**config.mk**
```make
export PLATFORM = sky130hd
export DESIGN_NAME = mux_rr_arbiter
export DESIGN_NICKNAME = d
export VERILOG_FILES = /design/src/rtl/mux_rr_arbiter.sv
export SDC_FILE = /design/constraint.sdc
export NUM_CORES = 1
export LEC_CHECK = 0
export ABC_AREA = 1
export CAP_MARGIN = 0
export CORE_MARGIN = 5
export CORE_UTILIZATION = 40
export CTS_CLUSTER_DIAMETER = 30
export DETAILED_ROUTE_END_ITERATION = 10
export GPL_TIMING_DRIVEN = 0
export PLACE_DENSITY = 0.85
export SYNTH_ARGS = -nofsm -noshare
export SYNTH_HDL_FRONTEND = slang
export SYNTH_SLANG_ARGS = --single-unit
export TNS_END_PERCENT = 5
```
**constraint.sdc**
```tcl
create_clock -name clk -period 1.95 [get_ports clk]
set_input_delay 0.39 -clock clk [delete_from_list [all_inputs] [get_ports clk]]
set_output_delay 0.39 -clock clk [all_outputs]
set_load 0.05 [all_outputs]
```
**src/rtl/mux_rr_arbiter.sv**
```systemverilog
// Round-robin arbiter sharing one registered 2:1 output channel between
// requesters A and B, with a bounded hold per owner while the other waits.
module mux_rr_arbiter #(
    parameter int WIDTH    = 8,
    parameter int MAX_HOLD = 4
) (
    input  logic             clk,
    input  logic             reset,
    input  logic             a_valid,
    input  logic [WIDTH-1:0] a_data,
    output logic             a_ready,
    input  logic             b_valid,
    input  logic [WIDTH-1:0] b_data,
    output logic             b_ready,
    output logic             z_valid,
    output logic [WIDTH-1:0] z_data,
    input  logic             z_ready,
    output logic             sel,
    output logic             busy
);

    localparam int CW = $clog2(MAX_HOLD + 1);
    localparam logic [CW-1:0] HOLD_LIMIT = CW'(MAX_HOLD);
    localparam logic [CW-1:0] COUNT_ZERO = {CW{1'b0}};
    localparam logic [CW-1:0] COUNT_ONE  = CW'(1);

    typedef enum logic [1:0] {
        IDLE  = 2'd0,
        OWN_A = 2'd1,
        OWN_B = 2'd2
    } state_t;

    state_t           state_r;
    state_t           state_s;
    logic [CW-1:0]    count_r;
    logic [CW-1:0]    count_s;
    logic [CW-1:0]    count_inc_s;
    logic             last_b_r;
    logic             sel_r;
    logic             sel_s;
    logic             z_valid_r;
    logic [WIDTH-1:0] z_data_r;
    logic             space_s;
    logic             xfer_a_s;
    logic             xfer_b_s;

    // Space exists when the output register is empty or draining this cycle.
    assign space_s  = ~z_valid_r | z_ready;
    assign a_ready  = (state_r == OWN_A) & space_s;
    assign b_ready  = (state_r == OWN_B) & space_s;
    assign xfer_a_s = a_valid & a_ready;
    assign xfer_b_s = b_valid & b_ready;

    assign z_valid  = z_valid_r;
    assign z_data   = z_data_r;
    assign sel      = sel_r;
    assign busy     = (state_r != IDLE);

    // Next-state and hold-count logic for the ownership FSM.
    always_comb begin
        state_s     = state_r;
        count_s     = count_r;
        count_inc_s = count_r + COUNT_ONE;
        case (state_r)
            IDLE: begin
                count_s = COUNT_ZERO;
                if (a_valid & b_valid) begin
                    state_s = last_b_r ? OWN_A : OWN_B;
                end else if (a_valid) begin
                    state_s = OWN_A;
                end else if (b_valid) begin
                    state_s = OWN_B;
                end else begin
                    state_s = IDLE;
                end
            end
            OWN_A: begin
                if (xfer_a_s) begin
                    if (count_inc_s == HOLD_LIMIT) begin
                        count_s = COUNT_ZERO;
                        state_s = b_valid ? OWN_B : OWN_A;
                    end else begin
                        count_s = count_inc_s;
                        state_s = OWN_A;
                    end
                end else if (a_valid) begin
                    // Stalled by the consumer: keep ownership and the count.
                    count_s = count_r;
                    state_s = OWN_A;
                end else begin
                    count_s = COUNT_ZERO;
                    state_s = b_valid ? OWN_B : IDLE;
                end
            end
            OWN_B: begin
                if (xfer_b_s) begin
                    if (count_inc_s == HOLD_LIMIT) begin
                        count_s = COUNT_ZERO;
                        state_s = a_valid ? OWN_A : OWN_B;
                    end else begin
                        count_s = count_inc_s;
                        state_s = OWN_B;
                    end
                end else if (b_valid) begin
                    count_s = count_r;
                    state_s = OWN_B;
                end else begin
                    count_s = COUNT_ZERO;
                    state_s = a_valid ? OWN_A : IDLE;
                end
            end
            default: begin
                count_s = COUNT_ZERO;
                state_s = IDLE;
            end
        endcase
    end

    // Select follows the next owner and keeps its last value while idle.
    always_comb begin
        sel_s = sel_r;
        case (state_s)
            OWN_A:   sel_s = 1'b0;
            OWN_B:   sel_s = 1'b1;
            default: sel_s = sel_r;
        endcase
    end

    // Ownership state, hold count, select and last-served registers.
    always_ff @(posedge clk or posedge reset) begin
        if (reset) begin
            state_r  <= IDLE;
            count_r  <= COUNT_ZERO;
            sel_r    <= 1'b0;
            last_b_r <= 1'b1;
        end else begin
            state_r <= state_s;
            count_r <= count_s;
            sel_r   <= sel_s;
            if (xfer_a_s) begin
                last_b_r <= 1'b0;
            end else if (xfer_b_s) begin
                last_b_r <= 1'b1;
            end else begin
                last_b_r <= last_b_r;
            end
        end
    end

    // Output register: load on a transfer, clear on drain, otherwise hold.
    always_ff @(posedge clk or posedge reset) begin
        if (reset) begin
            z_valid_r <= 1'b0;
            z_data_r  <= {WIDTH{1'b0}};
        end else if (xfer_a_s) begin
            z_valid_r <= 1'b1;
            z_data_r  <= a_data;
        end else if (xfer_b_s) begin
            z_valid_r <= 1'b1;
            z_data_r  <= b_data;
        end else if (z_ready) begin
            z_valid_r <= 1'b0;
            z_data_r  <= z_data_r;
        end else begin
            z_valid_r <= z_valid_r;
            z_data_r  <= z_data_r;
        end
    end

endmodule

```
# Word level (Yosys, flattened, before mapping)
# Index checks and enable logic that the tools add are counted.
[totals]
ff_bits = 16
input_bits = 21
output_inout_bits = 13
wordCells = 54
[op_classes]
add_sub_neg = 1
n_eq_ne = 7
n_mux = 27
bitwise = 7
n_reduce_logical = 6
[op_table]
columns = ["cell", "n"]
rows = [
  ["$mux W2", 11],
  ["$mux W8", 2],
  ["$mux W3", 5],
  ["$mux W1", 6],
  ["$ne A3 B3 Y1 const B", 2],
  ["$pmux W2 S3", 1],
  ["$pmux W3 S2", 1],
  ["$reduce_bool A2 Y1", 3],
  ["$and A1 B1 Y1", 5],
  ["$eq A2 B1 Y1 const B", 2],
  ["$eq A2 B2 Y1 const B", 2],
  ["$add A3 B1 Y3 const B", 1],
  ["$eq A3 B3 Y1 const B", 1],
  ["$reduce_bool A3 Y1", 1],
  ["$logic_not A2 Y1", 1],
  ["$pmux W1 S2", 1],
  ["$reduce_and A2 Y1", 1],
  ["$not A1 Y1", 1],
  ["$or A1 B1 Y1", 1],
]

# Depth between registers and ports, before layout
[depth]
ltp_word = 8
ltp_mapped = 11
mapped_depth_nobuf = 11

# Worst setup path before layout
# Ideal clock, no wire load.
[synth_path]
path_kind = "register to output"
startpoint = "register z_valid_r (netlist: z_valid)"
endpoint = "output port a_ready"
t_arrival_ps = 1517
t_required_ps = 1560
path_slack_ps = 43
stages_incl_launch_ff = 4
path_buffers = 0
cell_sequence = "dfrtp_1 > nand2_8 > inv_1 > nor2_1"
[synth_between]
elab_chain_cells = 3
[synth_lines]
columns = ["item", "line", "rtl"]
rows = [
  ["start, declared", "41", "logic z_valid_r;"],
  ["start signal, assigned", "165", "z_valid_r <= z_valid_r;"],
  ["$not A1 Y1", "48", "assign space_s = ~z_valid_r | z_ready;"],
  ["$or A1 B1 Y1", "48", ""],
  ["$and A1 B1 Y1", "49", "assign a_ready = (state_r == OWN_A) & space_s;"],
  ["end, declared", "11", "output logic a_ready,"],
]
# No other way between the ends.

# Final worst setup path
[layout_path]
startpoint = "register count_r[1]"
endpoint = "register sel_r (netlist: sel)"
[layout_between]
elab_chain_cells = 7
elab_cells_between_ends = 11
classes_between = "add/sub (1); eq/ne (3); mux (6); reduce/logical (1)"
[layout_lines]
columns = ["item", "line", "rtl"]
rows = [
  ["start, declared", "35", "logic [CW-1:0] count_r;"],
  ["start signal, assigned", "138", "count_r <= count_s;"],
  ["$add A3 B1 Y3 *", "63", "count_inc_s = count_r + COUNT_ONE;"],
  ["$eq A3 B3 Y1 *", "79, 97", ""],
  ["$mux W2, on equally long branches", "97, 79", ""],
  ["$mux W2, on equally long branches", "96, 78", ""],
  ["$pmux W2 S3 *", "64", "case (state_r)"],
  ["net state_s[1]", "34", "state_t state_s;"],
  ["$eq A2 B2 Y1 or $eq A2 B1 Y1 (tied branches)", "122", "case (state_s)"],
  ["$pmux W1 S2 or $reduce_bool A2 Y1 (tied branches)", "--", ""],
  ["end signal, assigned", "139", "sel_r <= sel_s;"],
  ["end, declared", "39", "logic sel_r;"],
]
# The timed path passes the listed nets; every way through them passes the cells marked *.
# A chain may end at the register's enable or synchronous reset.

==> impl_metrics.env <==
export IMPL_outcome="completed"
export IMPL_fill_cells=208
export IMPL_die_w_um=60.0
export IMPL_drt_pre_antenna_iters=4
export IMPL_power_density_nw_per_um2=1480
export IMPL_globalRoute_busiestLayer="met2"
export IMPL_setup_viol=0
export IMPL_rr_startpoint="count_r[1]"
export IMPL_slowest_delay_ps=430
export IMPL_hold_viol=0
export IMPL_grt_pass1_vias=951
export IMPL_end_kind="register"
export IMPL_power_total_mw=2.22
export IMPL_grtUsageTotal_pct=15.4
export IMPL_core_um2=2430
export IMPL_min_path_type="in -> async"
export IMPL_grt_overflow_total=0
export IMPL_clk_pin_slew_worst_paths_ps=100
export IMPL_pre_cts_ws_ps=-459
export IMPL_fin_crit_ps=1930
export IMPL_met3_usage_pct=2.38
export IMPL_synth_edf_count=0
export IMPL_root_buffer="clkbuf_4"
export IMPL_dieHeight_um=60.0
export IMPL_vias_per_cell=4.86
export IMPL_drt_initial_drc_count=77
export IMPL_hold_slack_ps=451
export IMPL_antenna_found_initial=0
export IMPL_ant_nets=0
export IMPL_remaining_drc_errors=0
export IMPL_multi_input_area_um2=571
export IMPL_rsz0062_at_grt="yes"
export IMPL_worstPathArrival_ps=2110
export IMPL_fmax_mhz=519
export IMPL_io_buffers=33
export IMPL_grt_max_degree=17
export IMPL_max_slew_margin_rel_pct=59.2
export IMPL_grtUsageMet2_pct=27.5
export IMPL_synth_cell_types=20
export IMPL_cts_htree_levels=1
export IMPL_final_core_util_pct=61.7
export IMPL_rows=18
export IMPL_seq_area_frac_synth_pct=40.2
export IMPL_start_util_pct=41.1
export IMPL_netlist_instances=120
export IMPL_avgRoutedWirePerCell_um=14.0
export IMPL_fin_nets=191
export IMPL_path_cells="ha_4, ha_4, nand2_2, inv_2, nand3_2, nand2_2, nand2_2, inv_2, a21oi_2, ha_1, mux2_4"
export IMPL_vias=929
export IMPL_synth_seq_cells=16
export IMPL_ff2ff_setup_slack_ps=20
export IMPL_synth_ff_type="dfrtp_1"
export IMPL_crit_slowest_cell="dfrtp_1"
export IMPL_netlist_area_um2=1000
export IMPL_fin_ws_ps=23.7
export IMPL_tritoncts="built"
export IMPL_syn_avg_cell_area_um2=8.33
export IMPL_required_ps=2130
export IMPL_antenna_cells=0
export IMPL_crit_family="adder cells"
export IMPL_worst_pin_slew_ps=611
export IMPL_area_growth_pct=50.1
export IMPL_drive_gt1_share_pct=26.7
export IMPL_seq_area_um2=402
export IMPL_async_flop_share_pct=100
export IMPL_grt_pass1_wl_mm=4.09
export IMPL_synth_nets=149
export IMPL_ys_warn_count=0
export IMPL_finalNonFillerCells=191
export IMPL_ir_drop_uv=741
export IMPL_power_leakage_nw=0.716
export IMPL_numCtsBuffers=3
export IMPL_routabilityCongestion=0.861
export IMPL_insertion_delay_ps=300
export IMPL_io_pins=34
export IMPL_dp_cells=183
export IMPL_cts_sinks=16
export IMPL_period_share_pct=98.8
export IMPL_critical_path_buf_inv_count=2
export IMPL_cts_max_path_buffers=2
export IMPL_fp_dieArea_um2=3600
export IMPL_r2r_end="sel"
export IMPL_cp_max_fo=3
export IMPL_startpoint_type="register"
export IMPL_drv_slew=0
export IMPL_met1_usage_pct=17.1
export IMPL_final_area_um2=1500
export IMPL_hpwl_mm=1.93
export IMPL_skew_ps=10.4
export IMPL_routed_wl_mm=2.67
export IMPL_fin_tns_setup_ps=0
export IMPL_maxCapViolCount=0
export IMPL_dpl_cell_area_um2=1370
export IMPL_crit_type="reg -> reg"
export IMPL_holdBufCountCts=0
export IMPL_r2r_cells=11
export IMPL_cp_common_cell="nand2_2"
cells by family after synthesis:
kind of cell / synth area share [%]
buffers and inverters: 9.89
AOI/OAI and AO/OA: 11.5
muxes: 1.13
and+or+nand+nor: 27.3
DFF: 40.2
adders and majority gates: 10.0
power breakdown:
group / switching, mW / total (mW) / internal, mW / leakage, nW
clock network: 0.112 / 0.226 / 0.114 / 0.0210
registers: 0.0983 / 0.571 / 0.473 / 0.203
logic: 0.920 / 1.42 / 0.503 / 0.492
layout by cell type, fill, tap and decap left out, types with 2 or more instances in the layout:
cell / n
o21ai_2: 5
clkdlybuf4s50_1: 28
dfrtp_1: 15
nand2_8: 3
o21ai_0: 4
o21ai_1: 5
a21oi_1: 2
nand3_1: 8
clkbuf_4: 4
nand3_2: 3
inv_2: 4
nand2_1: 21
a21oi_2: 2
buf_4: 4
nand2_2: 5
ha_1: 4
inv_1: 17
nor2_1: 11
ha_4: 3
registers in the layout (all words and copies together), names as in the netlist:
name      count
count_r       3
z_data        8
last_b_r      1
state_r       2
sel           1
z_valid       1
cell type report:
cell class,instances,area share (%)
sequential,16,26.8
inverter,24,6.59
clock buffer,4,2.42
multi-input combinational,80,38.0
tap,30,2.50
timing repair buffer,37,23.7
layer usage:
metal  part of all wire, %  vias up
li1                      -      460
met1                    41      436
met2                    53       28
met3                   4.0        5
met4                   2.2        0
met5                     0        -
synth_stat cells, types with 3 or more instances:
library cell | instances | share of area, %
nand2_1 | 25 | 9.4
nand2_8 | 3 | 6.0
o21ai_2 | 5 | 4.4
nor2_1 | 11 | 4.1
inv_1 | 21 | 7.9
o21ai_1 | 5 | 2.5
ha_1 | 8 | 10
nand3_1 | 10 | 5.0
dfrtp_1 | 15 | 38
o21ai_0 | 4 | 2.0
a21oi_1 | 4 | 2.0
worst max-delay path by stage:
| stage | start | depth (start not counted) | slack (ps) | end |
|---|---|---|---|---|
| after floorplan | z_valid | 3 | 40 | a_ready |
| after CTS | count_r[0] | 11 | -7 | sel |
| after detailed placement | z_ready | 6 | -460 | b_ready |
| final | count_r[1] | 11 | 20 | sel |
| after global placement | z_ready | 6 | -430 | a_ready |
| after global routing | count_r[1] | 10 | -70 | sel |
what timing repair did:
action	4_1_cts	5_1_grt
resized for setup	16	20
setup endpoints to repair	5	2
hold endpoints to repair	0	0
buffers inserted	0	4
pin swaps	0	7
(Power assumes the default switching activity.)
